## config.mk

```make
export PLATFORM = sky130hd
export DESIGN_NAME = wb_buffer
export DESIGN_NICKNAME = d
export VERILOG_FILES = /design/src/rtl/wb_buffer.sv
export SDC_FILE = /design/constraint.sdc
export NUM_CORES = 1
export LEC_CHECK = 0
export CORE_ASPECT_RATIO = 1.1
export CORE_MARGIN = 3
export CORE_UTILIZATION = 39
export DETAILED_ROUTE_END_ITERATION = 10
export PLACE_DENSITY = 0.69
export SYNTH_ARGS = -nofsm -noshare
export SYNTH_HDL_FRONTEND = slang
export SYNTH_SLANG_ARGS = --single-unit
```

## constraint.sdc

```tcl
create_clock -name clk -period 2.6 [get_ports clk]
set_clock_uncertainty 0.2 [all_clocks]
set_input_delay 0.39 -clock clk [delete_from_list [all_inputs] [get_ports clk]]
set_output_delay 0.39 -clock clk [all_outputs]
set_load 0.1 [all_outputs]
```

## src/rtl/wb_buffer.sv

```systemverilog
// Write-back buffer: a small FIFO of pending register writes that drains one entry per
// cycle into the register file and forwards the youngest pending value for each read select.
module wb_buffer #(
  parameter int DEPTH = 4
) (
  input  logic                     clk,
  input  logic                     rst,
  input  logic                     in_valid,
  input  logic [2:0]               in_reg,
  input  logic [15:0]              in_data,
  output logic                     in_ready,
  input  logic                     drain_en,
  output logic [2:0]               writeregsel,
  output logic [15:0]              writedata,
  output logic                     write,
  input  logic [2:0]               lk1_sel,
  input  logic [2:0]               lk2_sel,
  output logic                     lk1_hit,
  output logic                     lk2_hit,
  output logic [15:0]              lk1_data,
  output logic [15:0]              lk2_data,
  output logic [$clog2(DEPTH):0]   count,
  output logic                     err
);
  localparam int PW = $clog2(DEPTH);
  localparam int CW = PW + 1;

  logic [2:0]    reg_mem_q  [DEPTH];
  logic [15:0]   data_mem_q [DEPTH];
  logic [PW-1:0] head_q, head_d;
  logic [PW-1:0] tail_q, tail_d;
  logic [CW-1:0] count_q, count_d;
  logic          err_q, err_d;
  logic          enq, deq;

  // Full flag comes from registered occupancy only, so drain_en never reaches in_ready.
  assign in_ready    = (count_q != CW'(DEPTH));
  assign enq         = in_valid & in_ready;
  assign deq         = (count_q != '0) & drain_en;
  assign write       = deq;
  assign writeregsel = reg_mem_q[head_q];
  assign writedata   = data_mem_q[head_q];
  assign count       = count_q;
  assign err         = err_q;

  always_comb begin
    head_d  = head_q;
    tail_d  = tail_q;
    count_d = count_q;
    err_d   = in_valid & ~in_ready;
    if (enq) tail_d = tail_q + 1'b1;
    if (deq) head_d = head_q + 1'b1;
    case ({enq, deq})
      2'b10:   count_d = count_q + 1'b1;
      2'b01:   count_d = count_q - 1'b1;
      default: count_d = count_q;
    endcase
  end

  // Scan oldest to youngest so the last match (closest to tail) wins; the head
  // being drained this cycle is still occupied, avoiding a forwarding gap.
  always_comb begin
    lk1_hit  = 1'b0;
    lk2_hit  = 1'b0;
    lk1_data = '0;
    lk2_data = '0;
    for (int i = 0; i < DEPTH; i++) begin
      if (CW'(i) < count_q) begin
        if (reg_mem_q[head_q + PW'(i)] == lk1_sel) begin
          lk1_hit  = 1'b1;
          lk1_data = data_mem_q[head_q + PW'(i)];
        end
        if (reg_mem_q[head_q + PW'(i)] == lk2_sel) begin
          lk2_hit  = 1'b1;
          lk2_data = data_mem_q[head_q + PW'(i)];
        end
      end
    end
  end

  always_ff @(posedge clk or negedge rst) begin
    if (!rst) begin
      head_q  <= '0;
      tail_q  <= '0;
      count_q <= '0;
      err_q   <= 1'b0;
      for (int i = 0; i < DEPTH; i++) begin
        reg_mem_q[i]  <= '0;
        data_mem_q[i] <= '0;
      end
    end else begin
      head_q  <= head_d;
      tail_q  <= tail_d;
      count_q <= count_d;
      err_q   <= err_d;
      if (enq) begin
        reg_mem_q[tail_q]  <= in_reg;
        data_mem_q[tail_q] <= in_data;
      end
    end
  end
endmodule
```

==> summary.md <==
| Metric | Value |
|---|---|
| Setup repair after global routing missed its margin | true |
| Most common library cells after synthesis | mux2_2 (92), dfrtp_1 (84), o21ai_0 (66) |
| Type of the tightest min-delay check | reg -> reg |
| Number of pins with negative max-slew slack in the final report | 0 |
| Fraction of final layout cells with drive strength greater than 1 | a little over three fifths |
| Gate count after technology mapping | between 600 and 700 |
| Vias in the first global route | between 7k and 8k |
| Iteration-0 DRC Markers | approximately 970 |
| Synthesized area per cell | roughly 11 sq um |
| Total number of clock tree sinks | 84 |
| Post-DP Area | around 11,000 sq um |
| Worst-case setup margin in the final layout | -1048 ps |
| Critical path fanouts, max | 16 |
| Vias per inst | 6.510 |
| Placement Rows | 51 |
| Total gr overflow | 0 |
| Antenna viol nets, final | 0 |
| Data required time of the critical path | about 2000 ps |
| Vias post-DR | about 7k |
| Die area | around 20,000 sq um |
| Area used by sequential logic in the layout | 2118 sq um |
| Maximum capacitance violations | 0 |
| Leading area contributor after synthesis | dfrtp_1 |
| Final hold violations | 0 |
| Top_reg_cell synth | dfrtp_1 |
| Area share of the largest cell type after synthesis | between 20% and 30% |
| Worst setup path class | reg -> out |
| Final worst path period need | 3648 ps |
| Accumulated negative setup slack | -33,690 ps |
| Count of antenna diodes in the layout | 0 |
| Clock root cell | clkbuf_16 |
| Post-DP HPWL | ~19,000 um |
| Number of remaining DRC errors | 0 |
| Count of distinct cell types in the synthesized netlist | 35 |
| Number of filler instances in the final layout | 1,243 |
| Failing checks | negative setup slack |
| TritonCTS buffer count | 9 |
| Mapped Nets | around 660 |
| Worst Max-Slew Pin Slew | 686.7 ps |
| Crit path capture type | primary output |
| Syn-to-layout area delta | 68.99% |
| Pin count of the biggest net entering global routing | 46 |
| Die span in y | around 150 um |
| Post-Route Utilization | approximately two thirds |
| Weighted congestion reported at the end of routability-driven placement | roughly 0.95 |
| Core box area | about 18,000 sq um |
| Top area cells in the synthesized netlist | dfrtp_1 (30%), mux4_2 (18%), mux2_2 (15%), o21ai_0 (4.7%), a2111oi_0 (4.0%) |
| Data arrival time of the worst path | between 3000 and 4000 ps |
| Setup-violating endpoint count in the final report | 50 |
| TritonCTS clock tree | built |
| Worst skew pair latency | about 340 ps |
| Final wirelength | approximately 28,000 um |
| Maximum clock insertion buffer count | 2 |
| Post-detailed-route wirelength per cell | ~25 um |
| Worst slew margin relative to its limit | around 54% |
| Post-synthesis instance area | slightly above 7000 sq um |
| Flop2flop setup slack | 330 ps |
| Total GRT Usage | 27.35% |
| Net count of the finished layout | roughly 900 |
| Wire length of the first global-routing pass | roughly 42,000 um |
| Type of element launching the critical path | flop |
| Initial antenna violation count | 1 |
| Initial standard-cell utilization of the core | around two fifths |
| Result of the run | finished, violations left |
| Number of primary I/O pins | just under 90 |
| TritonRoute pass-1 iters | 6 |
| Fmax | around 270 MHz |
| #FFs+latches synth | between 80 and 90 |
| Most frequent cell after synthesis | mux2_2 |
| Final Instance Area | 11,970 sq um |
| Yosys synthesis warning count | 0 |
| H-tree levels | 3 |
| Fin crit share | 140.3% |
| Fraction of registers with async set/reset | 100.0% |
| Combined area of the multi-input logic cells | 5806 sq um |
| Share of the yosys chip area belonging to registers | about 30% |
| Clock slew at the register clock pins of the worst setup and hold paths | 70 ps |
| Number of input and output port buffers inserted | just under 90 |
| Number of enable flip-flop cells after synthesis | 0 |
| Width of the chip | about 130 um |
[state kept, by name, summed over array words and instances, names as in the netlist]
| signal | cells |
|---|---|
| tail_q | 2 |
| err | 1 |
| count | 3 |
| reg_mem_q | 12 |
| data_mem_q | 64 |
| head_q | 2 |
[through the flow]
stage | worst slack, ps | std cells | hold WS [ps]
final | -1048 | 1107 | 383.3
after global routing | -1054 | 1107 | 403.4
after CTS | -952.8 | 1090 | 380.3
after detailed placement | -743.6 | 1048 | 237.4
after global placement | -715.1 | 1048 | 229.5
after floorplan | -960.5 | 625 | -105.6
[per-layer routing]
layer  share of wire [%]  global-route usage [%]  vias up  wire (um)
met2                  49                   45.47      442      13740
li1                    -                       -     3031          -
met1                  39                   36.61     3638      10950
met5               0.025                       0        -          7
met4                 3.2                   8.503        2        907
met3                 8.3                   4.795       94       2326
[critical path, cell delays in order, from the launching register on]
cell,delay [ps]
dfrtp_4,480
mux4_2,600
xor2_1,420
buf_4,360
nor4_1,130
a211oi_1,290
buf_4,180
o22ai_4,60
buf_12,170
[cells by family after synthesis]
family | after synthesis | synth area share [%]
AOI/OAI and AO/OA | 171 | 17.21
and+or+nand+nor | 92 | 6.696
DFF | 84 | 29.68
buffers and inverters | 65 | 4.364
muxes | 178 | 37.14
xor gates and xnor gates | 26 | 3.322
adders and majority gates | 9 | 1.590
[final timing paths]
path | startpoint | end | cells past startpoint
worst min-delay path | data_mem_q[7]$_DFFE_PN0P_ | data_mem_q[7]$_DFFE_PN0P_ | 1
worst min register to register | data_mem_q[7]$_DFFE_PN0P_ | data_mem_q[7]$_DFFE_PN0P_ | 1
worst max register to register | count[0]$_DFFE_PN0P_ | data_mem_q[49]$_DFFE_PN0P_ | 8
max in group asynchronous | rst | data_mem_q[7]$_DFFE_PN0P_ | 3
min in group asynchronous | rst | data_mem_q[17]$_DFFE_PN0P_ | 2
worst max-delay path | head_q[1]$_DFFE_PN0P_ | lk1_data[5] | 8
[layout make-up]
type / instances / share of cell area [%]
well taps: 238 / 2.488
flip-flops and latches: 84 / 17.70
inverters: 6 / 0.1882
clock inverters: 6 / 0.5959
repair buffers: 282 / 28.52
multi-input cells: 481 / 48.51
clock buffers: 10 / 1.997
[timing repair]
item	CTS	global route
endpoints found under the setup margin	50	50
endpoints found under the hold margin	44	0
gates cloned	10	3
hold buffers	1	0
buffers inserted	15	14
resized for setup	68	35
pin swaps	6	4
[cell usage in the layout (no fill, tap or decap), types with 7 or more instances in the layout]
| cell | instances |
|---|---|
| a211oi_2 | 19 |
| nand2_1 | 32 |
| o21ai_0 | 61 |
| clkbuf_16 | 11 |
| o22ai_4 | 32 |
| nor4_1 | 28 |
| mux2i_1 | 25 |
| clkdlybuf4s50_1 | 27 |
| ha_1 | 8 |
| xnor2_1 | 11 |
| a211oi_4 | 7 |
| buf_4 | 159 |
| nand2_2 | 7 |
| mux2_2 | 92 |
| buf_12 | 76 |
| a2111oi_2 | 22 |
| buf_6 | 8 |
| a2111oi_4 | 9 |
| mux4_2 | 58 |
| dfrtp_1 | 79 |
Power is left out: the tool's default activity adds up to more than one toggle a clock period on the data nets, which glitch-free logic cannot reach.
